File: config.mk
export PLATFORM = sky130hd
export DESIGN_NAME = gpioemu_mulpop
export DESIGN_NICKNAME = d
export VERILOG_FILES = /design/src/rtl/gpioemu_pkg.sv /design/src/rtl/gpioemu_shift_mul.sv /design/src/rtl/gpioemu_mulpop.sv
export SDC_FILE = /design/constraint.sdc
export NUM_CORES = 1
export LEC_CHECK = 0
export CORE_MARGIN = 3
export CORE_UTILIZATION = 25
export CTS_BUF_LIST = sky130_fd_sc_hd__clkbuf_16
export DETAILED_ROUTE_END_ITERATION = 7
export PLACE_DENSITY_LB_ADDON = 0.05
export SLEW_MARGIN = 20
export SYNTH_ARGS = -nofsm -noshare
export SYNTH_HDL_FRONTEND = slang
export SYNTH_SLANG_ARGS = --single-unit
File: constraint.sdc
create_clock -name clk -period 5.2 [get_ports clk]
set_input_delay 1.56 -clock clk [delete_from_list [all_inputs] [get_ports clk]]
set_output_delay 1.56 -clock clk [all_outputs]
set_load 0.02 [all_outputs]
File: src/rtl/gpioemu_pkg.sv
// Shared types, status bit positions, default register map and popcount helper
// for the gpioemu multiply/popcount block.
package gpioemu_pkg;

    typedef enum logic [1:0] {
        IDLE  = 2'd0,
        MULT  = 2'd1,
        COUNT = 2'd2,
        DONE  = 2'd3
    } state_t;

    localparam int unsigned STAT_VALID = 0;
    localparam int unsigned STAT_READY = 1;

    localparam logic [15:0] ADDR_A1_DEF   = 16'h0380;
    localparam logic [15:0] ADDR_A2_DEF   = 16'h0388;
    localparam logic [15:0] ADDR_W_DEF    = 16'h0390;
    localparam logic [15:0] ADDR_L_DEF    = 16'h0398;
    localparam logic [15:0] ADDR_CTRL_DEF = 16'h03A0;

    function automatic logic [5:0] popcount32(input logic [31:0] v);
        logic [5:0] cnt;
        cnt = '0;
        for (int i = 0; i < 32; i++) begin
            cnt = cnt + 6'(v[i]);
        end
        return cnt;
    endfunction

endpackage

File: src/rtl/gpioemu_shift_mul.sv
// Serial shift-add multiplier: one multiplier bit per clock, AW clocks per product.
// last_c flags the clock in which the final bit is consumed.
module gpioemu_shift_mul
    import gpioemu_pkg::*;
#(
    parameter int unsigned AW = 24
) (
    input  logic            clk,
    input  logic            reset,
    input  logic            start,
    input  logic [AW-1:0]   a,
    input  logic [AW-1:0]   b,
    output logic            busy,
    output logic            last_c,
    output logic [2*AW-1:0] product
);

    localparam int unsigned PW = 2 * AW;
    localparam int unsigned IW = (AW > 1) ? $clog2(AW) : 1;

    logic [PW-1:0] mcand;
    logic [AW-1:0] mplier;
    logic [IW-1:0] idx;

    assign last_c = busy && (idx == IW'(AW - 1));

    // Operands are snapshotted on start so later operand writes cannot disturb the run
    always_ff @(posedge clk) begin
        if (reset) begin
            mcand   <= '0;
            mplier  <= '0;
            idx     <= '0;
            busy    <= 1'b0;
            product <= '0;
        end else if (start && !busy) begin
            mcand   <= PW'(a);
            mplier  <= b;
            idx     <= '0;
            busy    <= 1'b1;
            product <= '0;
        end else if (busy) begin
            if (mplier[0]) begin
                product <= product + mcand;
            end
            mcand  <= mcand << 1;
            mplier <= mplier >> 1;
            idx    <= idx + IW'(1);
            if (last_c) begin
                busy <= 1'b0;
            end
        end
    end

endmodule

File: src/rtl/gpioemu_mulpop.sv
// Bus-mapped multiply-then-popcount block with status, op counter and GPIO latch.
// Optional accumulate mode is enabled by defining GPIOEMU_MULPOP_ACC_EN.
module gpioemu_mulpop
    import gpioemu_pkg::*;
#(
    parameter int unsigned AW        = 24,
    parameter int unsigned WW        = 32,
    parameter int unsigned CW        = 16,
    parameter logic [15:0] ADDR_A1   = ADDR_A1_DEF,
    parameter logic [15:0] ADDR_A2   = ADDR_A2_DEF,
    parameter logic [15:0] ADDR_W    = ADDR_W_DEF,
    parameter logic [15:0] ADDR_L    = ADDR_L_DEF,
    parameter logic [15:0] ADDR_CTRL = ADDR_CTRL_DEF
) (
    input  logic        clk,
    input  logic        reset,
    input  logic [15:0] saddress,
    input  logic        srd,
    input  logic        swr,
    input  logic [31:0] sdata_in,
    output logic [31:0] sdata_out,
    input  logic [31:0] gpio_in,
    input  logic        gpio_latch,
    output logic [31:0] gpio_in_s_insp,
    output logic [31:0] gpio_out,
    output logic        done
);

    localparam int unsigned PW = 2 * AW;
    localparam int unsigned LW = $clog2(WW + 1);

    state_t         state;
    state_t         state_d;
    logic [AW-1:0]  a1;
    logic [AW-1:0]  a2;
    logic [WW-1:0]  w;
    logic [LW-1:0]  l;
    logic           valid;
    logic [CW-1:0]  op_count;
    logic [31:0]    gpio_in_s;

    logic           start_c;
    logic           mul_busy;
    logic           mul_last_c;
    logic [PW-1:0]  product;
    logic [PW:0]    sum_c;
    logic [1:0]     status_c;
    logic [31:0]    rd_data_c;
    logic           unused_c;

    assign start_c = swr && (saddress == ADDR_CTRL) && (state == IDLE) && !mul_busy;

    gpioemu_shift_mul #(.AW(AW)) u_mul (
        .clk     (clk),
        .reset   (reset),
        .start   (start_c),
        .a       (a1),
        .b       (a2),
        .busy    (mul_busy),
        .last_c  (mul_last_c),
        .product (product)
    );

`ifdef GPIOEMU_MULPOP_ACC_EN
    logic          acc_mode;
    logic [PW-1:0] acc_full;

    // Extra top bit of the sum catches carry-out so it also clears valid
    assign sum_c = {1'b0, product} + (acc_mode ? {1'b0, acc_full} : '0);

    always_ff @(posedge clk) begin
        if (reset) begin
            acc_mode <= 1'b0;
            acc_full <= '0;
        end else begin
            if (start_c) begin
                acc_mode <= sdata_in[0];
            end
            if (state == COUNT) begin
                acc_full <= sum_c[PW-1:0];
            end
        end
    end
`else
    assign sum_c = {1'b0, product};
`endif

    assign unused_c = ^{sdata_in, sum_c};

    always_comb begin
        status_c             = '0;
        status_c[STAT_READY] = (state == IDLE);
        status_c[STAT_VALID] = valid;
    end

    always_comb begin
        rd_data_c = '0;
        case (saddress)
            ADDR_W:    rd_data_c = 32'(w);
            ADDR_L:    rd_data_c = 32'(l);
            ADDR_CTRL: rd_data_c = 32'(status_c);
            default:   rd_data_c = '0;
        endcase
    end

    always_ff @(posedge clk) begin
        if (reset) begin
            state <= IDLE;
        end else begin
            state <= state_d;
        end
    end

    always_comb begin
        state_d = state;
        case (state)
            IDLE:    if (start_c)    state_d = MULT;
            MULT:    if (mul_last_c) state_d = COUNT;
            COUNT:   state_d = DONE;
            DONE:    state_d = IDLE;
            default: state_d = IDLE;
        endcase
    end

    // Bus registers, result capture and completion bookkeeping
    always_ff @(posedge clk) begin
        if (reset) begin
            sdata_out <= '0;
            gpio_in_s <= '0;
            a1        <= '0;
            a2        <= '0;
            w         <= '0;
            l         <= '0;
            valid     <= 1'b1;
            op_count  <= '0;
            done      <= 1'b0;
        end else begin
            done <= (state == DONE);
            if (gpio_latch) begin
                gpio_in_s <= gpio_in;
            end
            if (swr && (saddress == ADDR_A1)) begin
                a1 <= sdata_in[AW-1:0];
            end
            if (swr && (saddress == ADDR_A2)) begin
                a2 <= sdata_in[AW-1:0];
            end
            if (srd) begin
                sdata_out <= rd_data_c;
            end
            if (state == COUNT) begin
                w     <= sum_c[WW-1:0];
                l     <= LW'(popcount32(32'(sum_c[WW-1:0])));
                valid <= ((sum_c >> WW) == '0);
            end
            if (state == DONE) begin
                op_count <= op_count + CW'(1);
            end
        end
    end

    assign gpio_in_s_insp = gpio_in_s;
    assign gpio_out       = 32'(op_count);

endmodule

* Yosys cells after proc, flatten, opt, wreduce, memory -nomap -nowiden
Index checks and enable logic that the tools add are counted.
Cells by class: add/subtract/negate cells 34, equal/unequal tests 11, mux-type cells 11, reductions and logical operators 14
Operator list (number):
- $add A6 B1 Y6 | 26
- $mux W24 | 4
- $pmux W32 S3 | 1
- $eq A16 B10 Y1 const B | 5
- $logic_not A49 Y1 | 1
- $add A48 B48 Y48 | 1
- $add A16 B1 Y16 const B | 1
- $pmux W2 S4 | 1
- $logic_and A1 B1 Y1 | 7
- $add A5 B1 Y6 | 1
- $add A4 B1 Y5 | 1
- $add A5 B1 Y5 const B | 1
- $eq A5 B5 Y1 const B | 1
- $add A3 B1 Y4 | 1
- $eq A2 B2 Y1 const B | 2
- $mux W2 | 2
- $reduce_and A2 Y1 | 2
- $add A2 B1 Y3 | 1
- $mux W1 | 3
- $add A1 B1 Y2 | 1
- $eq A2 B1 Y1 const B | 1
- $logic_not A2 Y1 | 1
- $ne A2 B1 Y1 const B | 1
- $ne A2 B2 Y1 const B | 1
- 3 further kinds | 3
Word-level totals: flip-flop bits (word level) 296, bits of input ports 85, word-level logic and storage cells 86

* Logic depth before layout (Yosys ltp)
depth in word-level cells 31, mapped depth 17, mapped depth without buffers 17

* Modules after synthesis
Synthesis repeated with hierarchy kept, for this count alone.
Unflattened totals: cell total of the unflattened synthesis 1750, area, all modules 15065.7 um^2
Modules (own cells, without submodules):
- gpioemu_mulpop | instances 1, cells an instance 815, area an instance 7593.5 um^2
- gpioemu_shift_mul | instances 1, cells an instance 935, area an instance 7472.2 um^2

* Worst setup path before layout
OpenSTA, ideal clock, no wires.
path kind register to register, start point register u_mul.product[1], end point register l[5], data arrival time 4.453 ns, slack 0.614 ns, cell stages (with the launch flop) 17, path buffers 0, clock period less this slack 4.586 ns, cells stage by stage dfxtp_1 > inv_1 > fa_1 > fa_1 > inv_1 > fa_1 > fa_1 > fa_1 > inv_1 > fa_1 > inv_1 > ha_1 > a21o_1 > a21oi_1 > nor2b_1 > o211ai_1 > a21oi_1
On the way: word-level cells in the longest chain between the ends 31
Ends and longest elaborated chain:
- start, declared | RTL line gpioemu_shift_mul.sv:15 | output logic [2*AW-1:0] product
- start signal, assigned | RTL line gpioemu_shift_mul.sv:43 | product <= product + mcand;
- $add A1 B1 Y2 | RTL line gpioemu_pkg.sv:25 | cnt = cnt + 6'(v[i]);
- $add A2 B1 Y3 | RTL line gpioemu_pkg.sv:25
- $add A3 B1 Y4 | RTL line gpioemu_pkg.sv:25
- $add A4 B1 Y5 | RTL line gpioemu_pkg.sv:25
- $add A5 B1 Y6 | RTL line gpioemu_pkg.sv:25
- $add A6 B1 Y6 (26 in series) | RTL line gpioemu_pkg.sv:25
- end signal, assigned | RTL line gpioemu_mulpop.sv:153 | l <= LW'(popcount32(32'(sum_c[WW-1:0])));
- end, declared | RTL line gpioemu_mulpop.sv:37 | logic [LW-1:0] l;
No other way between the ends. A chain may end at the register's enable or synchronous reset.

* Worst setup path in the final report
Ends and elaborated chain as after synthesis.

==> summary.md <==
| Metric | Value |
|---|---|
| Cell taking the most area after synthesis | dfxtp_1 |
| Tcrit/Tclk final | 94.15% |
| Min-Delay Path Class | reg2reg |
| Latest clock arrival within the worst-skew pair | 0.56 ns |
| Ys async rst share | 0% |
| Clock power frac | 49.0% |
| Sink Count | 296 |
| CTS root buffer | clkbuf_16 |
| Routed wl met2 | 20830 µm |
| Setup TNS Final | 0 ns |
| Filler Cells Inserted | 6244 |
| Sequential share of the synthesized area | 40.28% |
| Post-CTS Hold Fix Bufs | 0 |
| Crit path required time | 5.59 ns |
| Worst-path clk slew | 0.06 ns |
| Post-route ant nets | 0 |
| Wirelength per Cell | 16.71 µm |
| EDFF count, synth | 0 |
| Pleak | 7.102 nW |
| Final Hold Viols | 0 |
| Iter 0 DRT Violations | 529 |
| RSZ-0062 raised after global routing | no |
| Hold path start | a1[9] |
| Crit. End Element | flip-flop |
| Vias in the first global route | 12240 |
| Tot Pwr | 0.005026 W |
| WL met1 | 22140 µm |
| R2R cell count | 16 |
| Via/cell ratio | 4.527 |
| Die H | 248.6 µm |
| DR WL met3 | 1328 µm |
| Gr usage total | 14.27% |
| Worst path arrival time | 5.29 ns |
| GPL Wtd Cong | 0.7658 |
| Reg2Reg Capture Point | l[5] |
| Reg area | 5929 µm² |
| Die Width | 248.6 µm |
| Top Layer Used | met4 |
| FF+latch count, synth | 296 |
| Max Root-Sink Buffers | 3 |
| Post-synth top cells | dfxtp_1 (296), nand2_1 (296), a21oi_1 (253) |
| Status | completed |
| CP Max Fanout | 4 |
| Syn avg cell area | 8.196 µm² |
| Setup ws final | 0.3043 ns |
| Initial antenna violation count | 0 |
| Place WS | 0.2933 ns |
| Input/output buffers | 157 |
| Net Sw Power | 0.001212 W |
| Starting Density | 25.40% |
| Routed wire length | 45120 µm |
| Max-cap violations | 0 |
| Flop pwr share | 45.8% |
| Switching part of the total | 24.11% |
| Area of the multi-input gates | 8063 µm² |
| Area Overhead vs Synth | 23.15% |
| Row cnt | 88 |
| Final core occ | 31.28% |
| Ranking of synthesized cells by area | dfxtp_1 (40%), a21oi_1 (8.6%), mux2i_1 (7.6%) |
| Nets@finish | 2084 |
| Post-Syn Area | 14710 µm² |
| Ys flop type | dfxtp_1 |
| Worst slew pin tran | 1.065 ns |
| Worst r2r src | u_mul.product[1] |
| YS warnings | 0 |
| CORE AREA | 57920 µm² |
| Die area | 61790 µm² |
| Drt first pass iters | 5 |
| First-pass GRT wire length | 71400 µm |
| Setup Fix Bufs, Post-CTS | 0 |
| Pwr Density | 277.4 nW/µm² |
| CTS tree | yes |
| Post-synthesis cell count | 1795 |
| DRC Markers | 0 |
| Share of layout cells above drive strength 1 | 4.649% |
| Via count | 12230 |
| Slew Viols, Final | 0 |
| Reg-to-reg slack, setup | 0.30 ns |
| Internal power | 0.003814 W |
| H-tree levels | 2 |
| Worst Hold End | a1[9] |
| Post-synth top area share | 40.28% |
| GRT overflow | 0 |
| VDD IR-drop max | 0.1792 mV |
| Rel. slew slack | 28.98% |
| Yosys cell types | 59 |
| Largest net degree at the start of global routing | 165 |
| Fmax | 0.2043 GHz |
| Num CTS Buffers | 39 |
| Cells resized by post-CTS repair | 0 |
| Comb pwr share | 5.2% |
| Worst Skew | 0.02261 ns |
| IO Count | 182 |
| WHS Path Cells | 2 |
| N_diodes | 0 |
| Critical path type | reg2reg |
| Startpoint types | flip-flop |
| Tmin final | 4.896 ns |
| DP Wirelength | 31360 µm |
| Setup violations, final | 0 |
[critical path, cell delays in order (launching register included)]
cell      delay (ns)
dfxtp_1         0.39
inv_1           0.12
fa_1            0.53
fa_1            0.40
inv_1           0.08
fa_1            0.44
fa_1            0.51
fa_1            0.56
inv_1           0.06
fa_1            0.60
inv_1           0.06
ha_1            0.28
a21o_1          0.17
a21oi_1         0.22
nor2b_1         0.08
o211ai_1        0.17
a21oi_1         0.09
[cells by family after synthesis]
kind of cell	share of synthesized area [%]
DFF	40.28
adders and majority gates	8.590
other	0.02549
buffers and inverters	5.392
muxes	7.552
AOI/OAI and AO/OA	15.62
xor gates and xnor gates	3.453
and+or+nand+nor	19.08
[power by group through the flow]
stage | registers (W) | logic [W] | clock network, W
after floorplan | 0.00237 | 0.000121 | 0
after detailed placement | 0.00235 | 0.000266 | 0
final | 0.00230 | 0.000262 | 0.00246
after CTS | 0.00230 | 0.000268 | 0.00259
after global routing | 0.00230 | 0.000284 | 0.00268
after global placement | 0.00235 | 0.000265 | 0
[how the worst max path moves through the flow]
stage / startpoint / to / depth (start not counted) / slack [ns]
after floorplan: u_mul.product[1] / l[5] / 16 / 0.61
after global placement: u_mul.product[1] / l[5] / 16 / 0.28
after detailed placement: u_mul.product[1] / l[5] / 16 / 0.29
after CTS: u_mul.product[1] / l[5] / 16 / 0.27
after global routing: u_mul.product[0] / l[5] / 16 / 0.04
final: u_mul.product[1] / l[5] / 16 / 0.30
[registers in the layout, summed over array words and instances, names as in the netlist, 5 cells and up]
| name | flops |
|---|---|
| w | 32 |
| u_mul.mplier | 24 |
| a1 | 24 |
| u_mul.idx | 5 |
| sdata_out | 32 |
| a2 | 24 |
| gpio_in_s_insp | 32 |
| u_mul.mcand | 48 |
| l | 6 |
| op_count | 16 |
| u_mul.product | 48 |
[stage by stage]
stage	area, µm²	std cells	hold WS [ns]
6_report	18120	2701	0.4534
5_1_grt	18120	2701	0.4752
4_1_cts	18120	2701	0.4552
3_5_place_dp	16990	2637	0.4469
3_3_place_gp	16990	2637	0.4428
2_1_floorplan	14770	1810	0.4338
[cells in the final DEF (no fill, tap or decap), types with 5 or more instances in the layout]
| cell type | instances |
|---|---|
| and3_1 | 13 |
| ha_1 | 60 |
| and2_1 | 5 |
| nand4_1 | 17 |
| nand2b_1 | 8 |
| nand3_1 | 18 |
| nor3_1 | 13 |
| inv_1 | 77 |
| clkbuf_16 | 41 |
| mux2i_1 | 111 |
| conb_1 | 16 |
| fa_1 | 25 |
| a21o_1 | 45 |
| xor2_1 | 26 |
| a22o_1 | 6 |
| nor2b_1 | 33 |
| dfxtp_1 | 295 |
| buf_4 | 26 |
| a21oi_1 | 253 |
| o21ai_0 | 30 |
| o21a_1 | 6 |
| or3_1 | 8 |
| nor4_1 | 7 |
| a31oi_1 | 8 |
| xnor2_1 | 32 |
| o21bai_1 | 9 |
| nand2_1 | 295 |
| nor2_1 | 233 |
| clkdlybuf4s50_1 | 155 |
[final cells by class]
cell class | instances | area share, %
Clock buffer | 41 | 5.663
Multi-Input combinational cell | 1329 | 44.50
Inverter | 62 | 1.285
Timing Repair Buffer | 185 | 9.952
Sequential cell | 296 | 32.73
Tap cell | 765 | 5.283
Clock inverter | 23 | 0.5870
[per-layer routing]
layer	GRT usage, %	vias to the layer above
met4	3.669	0
met5	0	-
met1	19.53	5793
li1	-	6256
met3	2.228	45
met2	23.46	134
Power figures use the tool's default switching activity.
